$ cat src/rtl/mtsp_scs_pkg.sv
// rtl/mtsp_scs_pkg.sv - shared op encoding for the MTSP scalar counter chain array
package mtsp_scs_pkg;

  localparam logic [1:0] SCS_LOAD = 2'b00;
  localparam logic [1:0] SCS_INC  = 2'b01;
  localparam logic [1:0] SCS_ADD  = 2'b10;
  localparam logic [1:0] SCS_CLR  = 2'b11;

  localparam int SCS_CHAIN_BIT = 3;
  localparam int SCS_EN_BIT    = 2;

  typedef struct packed {
    logic       chain;
    logic       en;
    logic [1:0] code;
  } scs_op_t;

endpackage

$ cat src/rtl/mtsp_scs_lane.sv
// rtl/mtsp_scs_lane.sv - next-value and carry-out logic for one counter lane
module mtsp_scs_lane
  import mtsp_scs_pkg::*;
#(
  parameter int WIDTH = 32
) (
  input  scs_op_t          op_i,
  input  logic [WIDTH-1:0] v_i,
  input  logic [WIDTH-1:0] din_i,
  input  logic             cin_i,
  output logic [WIDTH-1:0] v_nxt_o,
  output logic             cout_o
);

  logic             eff_cin;
  logic [WIDTH-1:0] addend;
  logic [WIDTH:0]   sum;

  always_comb begin
    // A chained lane takes its carry from below; otherwise INC supplies the +1.
    eff_cin = op_i.chain ? cin_i : (op_i.code == SCS_INC);
    addend  = (op_i.code == SCS_ADD) ? din_i : '0;
    sum     = {1'b0, v_i} + {1'b0, addend} + {{WIDTH{1'b0}}, eff_cin};
    v_nxt_o = v_i;
    cout_o  = 1'b0;
    if (op_i.en) begin
      case (op_i.code)
        SCS_LOAD: v_nxt_o = din_i;
        SCS_INC, SCS_ADD: begin
          v_nxt_o = sum[WIDTH-1:0];
          cout_o  = sum[WIDTH];
        end
        default:  v_nxt_o = '0;
      endcase
    end
  end

endmodule

$ cat src/rtl/mtsp_scs_chain_array.sv
// rtl/mtsp_scs_chain_array.sv - carry-chained counter lane array with 1-deep output register
// Optional saturation of overflowing segments: MTSP_SCS_SATURATE_EN.
module mtsp_scs_chain_array
  import mtsp_scs_pkg::*;
#(
  parameter int LANES = 4,
  parameter int WIDTH = 32
) (
  input  logic                   CLK,
  input  logic                   nRST,
  input  logic                   IN_VALID,
  output logic                   IN_READY,
  input  logic [4*LANES-1:0]     OP,
  input  logic [WIDTH*LANES-1:0] DIN,
  output logic                   OUT_VALID,
  input  logic                   OUT_READY,
  output logic [WIDTH*LANES-1:0] DOUT,
  output logic [LANES-1:0]       CARRY,
  output logic [LANES-1:0]       OVF
);

  logic [WIDTH*LANES-1:0] v_q, v_d, v_nxt_all;
  logic [LANES-1:0]       carry_q, ovf_q, ovf_d, cout_v, is_top, ovf_set;
  logic                   out_valid_q, out_valid_d, accept;

  for (genvar i = 0; i < LANES; i++) begin : g_lane
    scs_op_t          op;
    logic             cin;
    logic             cout;
    logic [WIDTH-1:0] v_nxt;

    assign op = scs_op_t'(OP[4*i +: 4]);
    if (i == 0) begin : g_first
      assign cin = (op.code == SCS_INC);
    end else begin : g_rest
      assign cin = g_lane[i-1].cout;
    end

    mtsp_scs_lane #(.WIDTH(WIDTH)) u_lane (
      .op_i    (op),
      .v_i     (v_q[WIDTH*i +: WIDTH]),
      .din_i   (DIN[WIDTH*i +: WIDTH]),
      .cin_i   (cin),
      .v_nxt_o (v_nxt),
      .cout_o  (cout)
    );

    assign v_nxt_all[WIDTH*i +: WIDTH] = v_nxt;
    assign cout_v[i] = cout;
  end

  // A lane tops its segment unless the lane above chains onto it.
  always_comb begin
    logic above;
    above = 1'b0;
    for (int i = LANES - 1; i >= 0; i--) begin
      is_top[i] = ~above;
      above     = OP[4*i + SCS_CHAIN_BIT];
    end
  end

  always_comb begin
    for (int i = 0; i < LANES; i++) begin
      ovf_set[i] = is_top[i] & OP[4*i + SCS_EN_BIT] & cout_v[i] &
                   ((OP[4*i +: 2] == SCS_INC) | (OP[4*i +: 2] == SCS_ADD));
      if (OP[4*i + SCS_EN_BIT] && (OP[4*i +: 2] == SCS_CLR))
        ovf_d[i] = 1'b0;
      else
        ovf_d[i] = ovf_q[i] | ovf_set[i];
    end
  end

`ifdef MTSP_SCS_SATURATE_EN
  // Walk down from each segment top so every member sees its top's overflow.
  always_comb begin
    logic run;
    run = 1'b0;
    for (int i = LANES - 1; i >= 0; i--) begin
      if (is_top[i]) run = ovf_set[i];
      v_d[WIDTH*i +: WIDTH] = run ? {WIDTH{1'b1}} : v_nxt_all[WIDTH*i +: WIDTH];
    end
  end
`else
  assign v_d = v_nxt_all;
`endif

  assign IN_READY    = ~out_valid_q | OUT_READY;
  assign accept      = IN_VALID & IN_READY;
  assign out_valid_d = accept | (out_valid_q & ~OUT_READY);

  always_ff @(posedge CLK or negedge nRST) begin
    if (!nRST) begin
      v_q         <= '0;
      carry_q     <= '0;
      ovf_q       <= '0;
      out_valid_q <= 1'b0;
    end else begin
      out_valid_q <= out_valid_d;
      if (accept) begin
        v_q     <= v_d;
        carry_q <= cout_v;
        ovf_q   <= ovf_d;
      end
    end
  end

  assign OUT_VALID = out_valid_q;
  assign DOUT      = v_q;
  assign CARRY     = carry_q;
  assign OVF       = ovf_q;

endmodule

$ cat config.mk
export PLATFORM = sky130hd
export DESIGN_NAME = mtsp_scs_chain_array
export DESIGN_NICKNAME = d
export VERILOG_FILES = /design/src/rtl/mtsp_scs_pkg.sv /design/src/rtl/mtsp_scs_lane.sv /design/src/rtl/mtsp_scs_chain_array.sv
export SDC_FILE = /design/constraint.sdc
export NUM_CORES = 1
export LEC_CHECK = 0
export ABC_AREA = 1
export CAP_MARGIN = 25
export CORE_MARGIN = 4
export CORE_UTILIZATION = 54
export DETAILED_ROUTE_END_ITERATION = 8
export DONT_BUFFER_PORTS = 1
export GPL_TIMING_DRIVEN = 0
export PLACE_DENSITY = 0.72
export SYNTH_ARGS = -nofsm -noshare
export SYNTH_HDL_FRONTEND = slang
export SYNTH_HIERARCHICAL = 1
export SYNTH_SLANG_ARGS = --single-unit
$ cat constraint.sdc
create_clock -name CLK -period 7.1 [get_ports CLK]
set_input_delay 0.71 -clock CLK [delete_from_list [all_inputs] [get_ports CLK]]
set_output_delay 0.71 -clock CLK [all_outputs]
set_load 0.02 [all_outputs]
After elaboration in Yosys (flattened, before gate mapping)
Index checks and enable logic that the tools add are counted.
{"block": "totals", "register_bits": 137, "input_bits": 148, "out_inout_bits": 138, "wordCells": 94}
{"block": "classes", "add_sub_neg": 8, "n_eq_ne": 12, "muxes": 23, "n_bitwise": 28, "reduce_logical": 16}
{"operator": "one-hot mux 32 bit (2 select lines)", "count": 4}
{"operator": "adder 32 x 32 -> 33 bit", "count": 4}
{"operator": "adder 33 x 1 -> 33 bit", "count": 4}
{"operator": "2-to-1 mux 32 bit", "count": 4}
{"operator": "equality test 2 bit, second input constant", "count": 8}
{"operator": "2-to-1 mux 1 bit", "count": 15}
{"operator": "AND 1 bit", "count": 13}
{"operator": "bitwise OR 1 bit", "count": 10}
{"operator": "equality test 2 x 1 -> 1 bit, second input constant", "count": 4}
{"operator": "zero test 2 bit", "count": 4}
{"operator": "AND reduction 2 bit", "count": 4}
{"operator": "OR reduction 2 bit", "count": 4}
{"operator": "inverter 1 bit", "count": 5}
{"operator": "logical AND 1 bit", "count": 4}

Longest topological paths before layout
Gate-level depths: netlist of the first run.
{"block": "logic_depth", "word_depth": 22, "mapped_depth": 59, "depth_no_buf": 58}

By module
The synthesis of the first run kept the hierarchy.
{"module": "mtsp_scs_lane (g_lane[1].u_lane ...)", "n_inst": 3, "cells_per_inst": 748, "area_each_um2": 3490.8, "seq_area_each_um2": 0.0}
{"module": "mtsp_scs_chain_array", "n_inst": 1, "cells_per_inst": 607, "area_each_um2": 5323.9, "seq_area_each_um2": 3428.3}
{"module": "mtsp_scs_lane (g_lane[0].u_lane)", "n_inst": 1, "cells_per_inst": 748, "area_each_um2": 3479.6, "seq_area_each_um2": 0.0}

Worst setup path after synthesis of the first run
No wires, ideal clock.
{"block": "synth_path", "path_kind": "input port to flip-flop", "from": "input port OP[0]", "to": "register ovf_q[3] (netlist: OVF[3])", "setup_ns": 0.083, "t_arrival_ns": 7.766, "t_required_ns": 7.017, "slack_ns": -0.749, "stages": 55, "path_buffers": 1, "cell_sequence": "inv_1 -> ha_1 -> clkbuf_1 -> nand2_1 -> fa_1 -> inv_1 -> fa_1 -> nand3_1 -> nand3_2 -> nand3_1 -> nand3_1 -> nand2_1 -> nand2_1 -> nand2_1 -> a31oi_1 -> mux2i_1 -> fa_1 -> inv_1 -> (+19 left out) -> nand2_1 -> a31oi_1 -> mux2i_1 -> fa_1 -> inv_1 -> fa_1 -> nand3_1 -> nand3_2 -> nand3_1 -> nand3_1 -> nand2_1 -> nand2_1 -> nand2_1 -> a31oi_1 -> nand3_1 -> nand2_1 -> nand3_1 -> o21ai_0"}
{"block": "synth_between", "elab_chain_len": 22, "elab_cells_between_ends": 24, "classes_between": "add/sub (5); eq/ne (2); mux (13); bitwise (3); reduce/logical (1)"}
{"item": "start: declaration", "line": "mtsp_scs_chain_array.sv:13", "source": "input logic [4*LANES-1:0] OP,"}
{"item": "equality test 2 bit", "line": "mtsp_scs_lane.sv:22, mtsp_scs_lane.sv:27"}
{"item": "2-to-1 mux 32 bit", "line": "mtsp_scs_lane.sv:22", "source": "addend = (op_i.code == SCS_ADD) ? din_i : '0;"}
{"item": "adder 32 x 32 -> 33 bit", "line": "mtsp_scs_lane.sv:23", "source": "sum = {1'b0, v_i} + {1'b0, addend} + {{WIDTH{1'b0}}, eff_cin};"}
{"item": "adder 33 x 1 -> 33 bit", "line": "mtsp_scs_lane.sv:23"}
{"item": "2-to-1 mux 1 bit *", "line": "mtsp_scs_lane.sv:27", "source": "case (op_i.code)"}
{"item": "2-to-1 mux 1 bit *", "line": "mtsp_scs_lane.sv:26", "source": "if (op_i.en) begin"}
{"item": "via g_lane[0].cout", "line": "mtsp_scs_chain_array.sv:29", "source": "logic cout;"}
{"item": "2-to-1 mux 1 bit *", "line": "mtsp_scs_lane.sv:21", "source": "eff_cin = op_i.chain ? cin_i : (op_i.code == SCS_INC);"}
{"item": "(+3 left out)"}
{"item": "via g_lane[1].cout", "line": "mtsp_scs_chain_array.sv:29"}
{"item": "(+4 left out)"}
{"item": "via g_lane[2].cout", "line": "mtsp_scs_chain_array.sv:29"}
{"item": "2-to-1 mux 1 bit *", "line": "mtsp_scs_lane.sv:21"}
{"item": "adder 33 x 1 -> 33 bit *", "line": "mtsp_scs_lane.sv:23"}
{"item": "2-to-1 mux 1 bit *", "line": "mtsp_scs_lane.sv:27"}
{"item": "2-to-1 mux 1 bit *", "line": "mtsp_scs_lane.sv:26"}
{"item": "via g_lane[3].cout", "line": "mtsp_scs_chain_array.sv:29"}
{"item": "AND 1 bit * (2 in series)", "line": "mtsp_scs_chain_array.sv:64", "source": "ovf_set[i] = is_top[i] & OP[4*i + SCS_EN_BIT] & cout_v[i] &"}
{"item": "bitwise OR 1 bit *", "line": "mtsp_scs_chain_array.sv:69", "source": "ovf_d[i] = ovf_q[i] | ovf_set[i];"}
{"item": "2-to-1 mux 1 bit *", "line": "mtsp_scs_chain_array.sv:66", "source": "if (OP[4*i + SCS_EN_BIT] && (OP[4*i +: 2] == SCS_CLR))"}
{"item": "end signal: assignment", "line": "mtsp_scs_chain_array.sv:102", "source": "ovf_q <= ovf_d;"}
{"item": "end: declaration", "line": "mtsp_scs_chain_array.sv:23", "source": "logic [LANES-1:0] carry_q, ovf_q, ovf_d, cout_v, is_top, ovf_set;"}
The timed path passes the listed nets; every way through them passes the cells marked *.
A chain may end at the register's enable or synchronous reset.

Worst setup path after layout of the first run
Same ends and word-level chain as after synthesis.

==> impl_metrics.csv, run 1 <==
group,metric,value,unit
grt,grt_max_degree,138,
power_and_ir_drop,power_density,164,nW/um^2
sta,hold_violations,0,
logic_synthesis,syn-num-nets,3900,
place,dpl-instance-area,20000,um^2
setup_path,slowest_delay,0.40,ns
logic_synthesis,synth_xor_area_frac,0.00545,
grt,first_global_vias,19900,
place,place.gp.congestion,1.01,
route,ant_nets,0,
grt,grt_first_pass_wirelength,105000,um
setup_path,required,7.48,ns
floorplanning,core_area,34900,um^2
run_status,outcome,"complete, but fails checks",
logic_synthesis,syn_area,19300,um^2
power_and_ir_drop,power.internal,0.00188,W
clock_network,root_buffer,"clkbuf_16",
setup_path,critPathKind,"input pin to flop",
logic_synthesis,synth-edff-count,0,
power_and_ir_drop,pwr-share-comb,0.366,
logic_synthesis,synthMuxAreaShare,0.00208,
logic_synthesis,ys_seq_elements,137,
route,drc,0,
power_and_ir_drop,seqPwrFrac,0.364,
sta,relSlewSlack,0.434,
sta,setup_viol,3,
cells_and_area,num-nets-final,3959,
setup_path,slowest_stage,"fa_2",
cells_and_area,n_fill_cell,3571,
logic_synthesis,ys_async_sr_fraction,1.00,
sta,fin_ws,-0.0653,ns
place,numPortBuffers,0,
setup_path,cp-end-kind,"flop",
power_and_ir_drop,p_sw,0.00161,W
cells_and_area,drive_above_1_share,0.101,
setup_path,crit_path_start_kind,"input pin",
route,totalWireLength,67700,um
logic_synthesis,syn-instance-count,3599,
min_path,hold_class,"input pin to async pin",
power_and_ir_drop,p_leak,13.9,nW
cells_and_area,multi_input_area,13600,um^2
setup_path,critPathArrivalTime,7.54,ns
floorplanning,die-area,38800,um^2
route,wl_per_cell,16.4,um
cells_and_area,syn_to_final_growth,10.6,%
grt,grt.overflow.total,0,
sta,tightest_slew,0.849,ns
setup_path,critPathBufInv,6,
setup_path,critPathTopFamily,"simple AND/OR/NAND/NOR gates",
setup_path,crit_top_cell,"nand3_2",
route,num_vias,21600,
sta,fmax,140,MHz
run_status,violations,"negative setup slack",
logic_synthesis,synth_simple_gate_area_share,0.486,
clock_network,insertion_delay,0.45,ns
place,place_hpwl,53400,um
floorplanning,floorplan.initialDensity,0.553,
place,pre_cts_ws,-2.02,ns
sta,period_minus_slack,7.17,ns
cells_and_area,register_area,3430,um^2
cells_and_area,layout_commonest_cell,"nand2_1",
power_and_ir_drop,clockPowerShare,0.270,
grt,antenna_found_initial,2,
grt,gr-usage-all-layers,0.336,
clock_network,numCtsBuffers,17,
clock_network,cts_num_sinks,137,
clock_network,htreeDepth,4,
cells_and_area,final_cell_mix,"nand2_1 (1832), inv_1 (575), nor2_1 (143), a21oi_1 (138), dfrtp_1 (136)",
logic_synthesis,yosysWarnings,6,
job,cap_violations,0,
floorplanning,io_pins,286,
floorplanning,rows,68,
cells_and_area,stdcell_area,21300,um^2
floorplanning,die_w,197,um
logic_synthesis,yosys.cell_types.count,35,
logic_synthesis,synthFlopType,"dfrtp_1",
logic_synthesis,avgSynthCellArea,5.36,um^2
sta,finalMaxSlewViolations,0,
sta,fin_skew,0.00830,ns
power_and_ir_drop,peakVddDrop,0.202,mV
route,firstDrtPassIters,8,
setup_path,critPathMaxFanout,6,
floorplanning,die_height,197,um
clock_network,cts.path.max_buffers,2,
sta,fin_crit_sh,1.01,
logic_synthesis,ys_seq_area_frac,0.178,
power_and_ir_drop,swShare,0.461,
sta,rsz0062_at_grt,"yes",
route,drtIter0Drc,1571,
route,vias_per_cell,5.24,
logic_synthesis,synth_compound_area_frac,0.0836,
clock_network,cts_tree,"yes",
logic_synthesis,synth_fa_ha_area_frac,0.102,
clock_network,clkSlewWorstSetupHoldPaths,0.07,ns
logic_synthesis,synth_top_family_by_area,"simple AND/OR/NAND/NOR gates",
[worst register-to-register path: cells and delay by family (launching register included)]
| kind | cells | cell delay (ns) |
|---|---|---|
| AO/OA/AOI/OAI | 5 | 0.89 |
| adder cells (fa/ha/maj) | 8 | 2.35 |
| buffers and inverters | 5 | 0.42 |
| flip-flops | 1 | 0.45 |
| multiplexers | 3 | 0.33 |
| AND/OR/NAND/NOR | 31 | 2.53 |
[registers in the layout, indices dropped and copies added (netlist names)]
name       flops
OVF            4
CARRY          4
DOUT         128
OUT_VALID      1
[final cells by class]
cell class | instances | area share
clock inverter | 14 | 0.00698
multi-input combinational | 2762 | 0.638
tap | 455 | 0.0267
antenna | 1 | 0.000117
inverter | 615 | 0.109
sequential | 137 | 0.161
buffer | 85 | 0.0224
timing repair buffer | 40 | 0.0160
clock buffer | 17 | 0.0199
[final timing paths]
path | startpoint | endpoint | slack (ns) | depth (start not counted)
worst min register to register | DOUT[0] | DOUT[0] | 0.61 | 2
min in group CLK | IN_VALID | OUT_VALID | 0.36 | 2
worst max-delay path | OP[0] | OVF[3] | -0.07 | 55
max in group asynchronous | nRST | DOUT[70] | 6.23 | 1
worst min-delay path | nRST | DOUT[45] | 0.20 | 1
worst max register to register | DOUT[0] | OVF[3] | 0.07 | 52
[per-stage QoR]
step,TNS (ns),total power [W],std cells,utilization,hold slack [ns]
finish,-0.0885,0.00350,4126,0.611,0.203
global route,-5.65,0.00372,4125,0.611,0.240
CTS,0,0.00347,4108,0.602,0.266
detailed placement,-52.09,0.00247,4054,0.573,0.418
global placement,-47.46,0.00244,4054,0.573,0.418
floorplan,-0.00992,0.00213,3599,-,0.414
[cells in the mapped netlist, drive strengths merged, types with 13 or more instances]
cell | instances | area, um^2
o21ai | 73 | 365
a21o | 20 | 150
a21oi | 149 | 761
nor2 | 171 | 712
nand2 | 1931 | 7450
clkbuf | 43 | 161
nand4 | 13 | 81.3
dfrtp | 137 | 3430
inv | 615 | 2310
nand3 | 148 | 821
nor3 | 28 | 195
ha | 145 | 1810
buf | 42 | 277
[per-layer routing]
metal	up-vias	track usage	routed length (um)	part of all wire
met5	-	0	13	0.00019
met1	9716	0.431	28500	0.42
met4	2	0.135	2560	0.038
met3	141	0.0880	6430	0.095
li1	11000	-	-	-
met2	793	0.540	30300	0.45
[kinds of logic after synthesis]
family          Yosys count
simple gates           2307
buf+inv                 700
compound gates          286
fa+ha+maj               153
flops                   137
xor+xnor                 12
mux                       4
[power by group through the flow]
stage          registers (W)  clock network [W]  logic [W]
6_report             0.00127           0.000943    0.00128
5_1_grt              0.00130           0.000984    0.00144
4_1_cts              0.00127           0.000959    0.00123
3_5_place_dp         0.00129                  0    0.00119
3_3_place_gp         0.00128                  0    0.00116
2_1_floorplan        0.00120                  0   0.000935
[timing repair]
item,4_1_cts,5_1_grt
hold buffers,1,0
endpoints found under the hold margin,137,0
pin swaps,19,33
setup endpoints to repair,34,31
buffers inserted,21,17
gates cloned,1,0
resized for setup,44,56
(Power assumes the default switching activity.)
==> run 2, diff against run 1 <==
Clock period 7.1 ns to 6.2 ns, I/O delays scaled along.
==> run 2 against run 1 <==
  * The run still ends with negative setup slack left
  * Die area unchanged
  * Power up 16%
  * First-iteration DRC count up 17%
  * Critical path depth unchanged
  * Cell count up 0.36%
  * Combinational power up 17%
  * Critical path type unchanged
==> impl_metrics.csv, run 2 (synthesized netlist as in run 1, its figures left out) <==
group,metric,value,unit
run_status,outcome,"complete, but fails checks",
run_status,violations,"negative setup slack",
setup_path,startpoint,"OP[0]",
setup_path,worstReg2RegStart,"DOUT[0]",
route,firstDrtPassIters,5,
sta,setup_viol,34,
place,dp.cells,4054,
grt,antenna_found_initial,0,
cells_and_area,layout_commonest_cell,"nand2_1",
grt,gr-usage-all-layers,0.341,
setup_path,crit_top_cell,"nand3_2",
power_and_ir_drop,p_leak,14.1,nW
clock_network,cts_tree,"yes",
floorplanning,floorplan.initialDensity,0.553,
cells_and_area,n_antenna_cell,0,
clock_network,clkSlewWorstSetupHoldPaths,0.07,ns
sta,fin_ws,-0.929,ns
sta,fin_skew,0.0134,ns
place,pre_cts_ws,-2.89,ns
setup_path,required,6.58,ns
setup_path,slowest_delay,0.37,ns
place,numPortBuffers,0,
sta,finalMaxSlewViolations,0,
grt,grt.overflow.total,0,
cells_and_area,fin_util,0.622,
power_and_ir_drop,power_density,186,nW/um^2
clock_network,numCtsBuffers,17,
clock_network,htreeDepth,4,
floorplanning,core_area,34900,um^2
grt,first_global_vias,20400,
floorplanning,die_height,197,um
setup_path,critPathArrivalTime,7.51,ns
floorplanning,io_pins,286,
clock_network,cts.path.max_buffers,2,
route,totalWireLength,68600,um
route,wl_per_cell,16.6,um
cells_and_area,largest_reg_flops,128,
sta,fin_crit_sh,1.15,
clock_network,root_buffer,"clkbuf_16",
grt,grt_max_degree,138,
cells_and_area,final_cell_mix,"nand2_1 (1814), inv_1 (573), nor2_1 (143), a21oi_1 (138), dfrtp_1 (136)",
sta,hold_violations,0,
min_path,hold_class,"input pin to async pin",
sta,period_minus_slack,7.13,ns
setup_path,crit_path_start_kind,"input pin",
cells_and_area,drive_above_1_share,0.115,
route,drtIter0Drc,1841,
clock_network,insertion_delay,0.46,ns
cells_and_area,num-nets-final,3974,
sta,rsz0062_at_grt,"yes",
route,num_vias,22000,
setup_path,slowest_stage,"fa_2",
clock_network,cts_num_sinks,137,
cells_and_area,syn_to_final_growth,12.6,%
floorplanning,die_w,197,um
sta,fmax,140,MHz
sta,tightest_slew,0.755,ns
grt,grt_first_pass_wirelength,106000,um
setup_path,critPathMaxFanout,5,
place,place_hpwl,53100,um
setup_path,critPathKind,"input pin to flop",
power_and_ir_drop,peakVddDrop,0.207,mV
floorplanning,die-area,38800,um^2
route,ant_nets,0,
route,vias_per_cell,5.32,
setup_path,cp-end-kind,"flop",
job,cap_violations,0,
route,drc,0,
floorplanning,rows,68,
sta,relSlewSlack,0.497,
cells_and_area,layoutNonFillerInstCount,4141,
place,place.gp.congestion,0.984,
==> run 2: metal layers <==
layer	global-route usage	wire, um
met1	0.423	27800
met2	0.567	31700
met3	0.0832	6130
met4	0.140	2880
met5	0	0
==> run 2: metrics by stage <==
stage / total power, W / hold WS (ns) / TNS, ns / area (um^2)
final: 0.00404 / 0.155 / -25.38 / 21700
after global routing: 0.00430 / 0.208 / -36.29 / 21700
after detailed placement: 0.00284 / 0.328 / -94.54 / 20000
after CTS: 0.00400 / 0.189 / -30.36 / 21400
after global placement: 0.00280 / 0.327 / -86.11 / 20000
after floorplan: 0.00244 / 0.324 / -17.65 / 19400
==> run 2: what timing repair did <==
item | 4_1_cts | 5_1_grt
hold endpoints to repair | 137 | 0
gates cloned | 1 | 0
hold buffers | 1 | 0
resized for setup | 105 | 54
pin swaps | 37 | 44
setup buffers | 46 | 18
endpoints found under the setup margin | 53 | 49
==> run 2: path summary, 6_finish.rpt <==
path,end,slack [ns],depth (start not counted)
max,OVF[3],-0.93,55
min in group CLK,OUT_VALID,0.27,2
min reg2reg,CARRY[2],0.64,2
min,DOUT[18],0.15,1
max in group asynchronous,DOUT[73],5.46,1
max reg2reg,OVF[3],-0.91,52
==> run 2: final cells by class <==
class                           count  area [um^2]
Buffer                             85          479
Clock buffer                       19          433
Clock inverter                     13          144
Fill cell                        3471        13200
Inverter                          615         2320
Multi-Input combinational cell   2762        13900
Sequential cell                   137         3430
Tap cell                          455          569
Timing Repair Buffer               55          469
==> run 2: report_power, final <==
part           total [W]  switching, W  leakage [nW]  internal, W
sequential       0.00146      0.000429          1.84      0.00103
clock            0.00108      0.000480         0.271     0.000596
combinational    0.00150      0.000958          12.0     0.000547
total            0.00404       0.00187          14.1      0.00218
==> run 2: critical path, delay by kind of cell <==
| family | cells | cell delay [ns] |
|---|---|---|
| mux | 3 | 0.34 |
| fa+ha+maj | 9 | 2.48 |
| buf+inv | 6 | 0.52 |
| compound gates | 5 | 0.88 |
| simple gates | 32 | 2.64 |
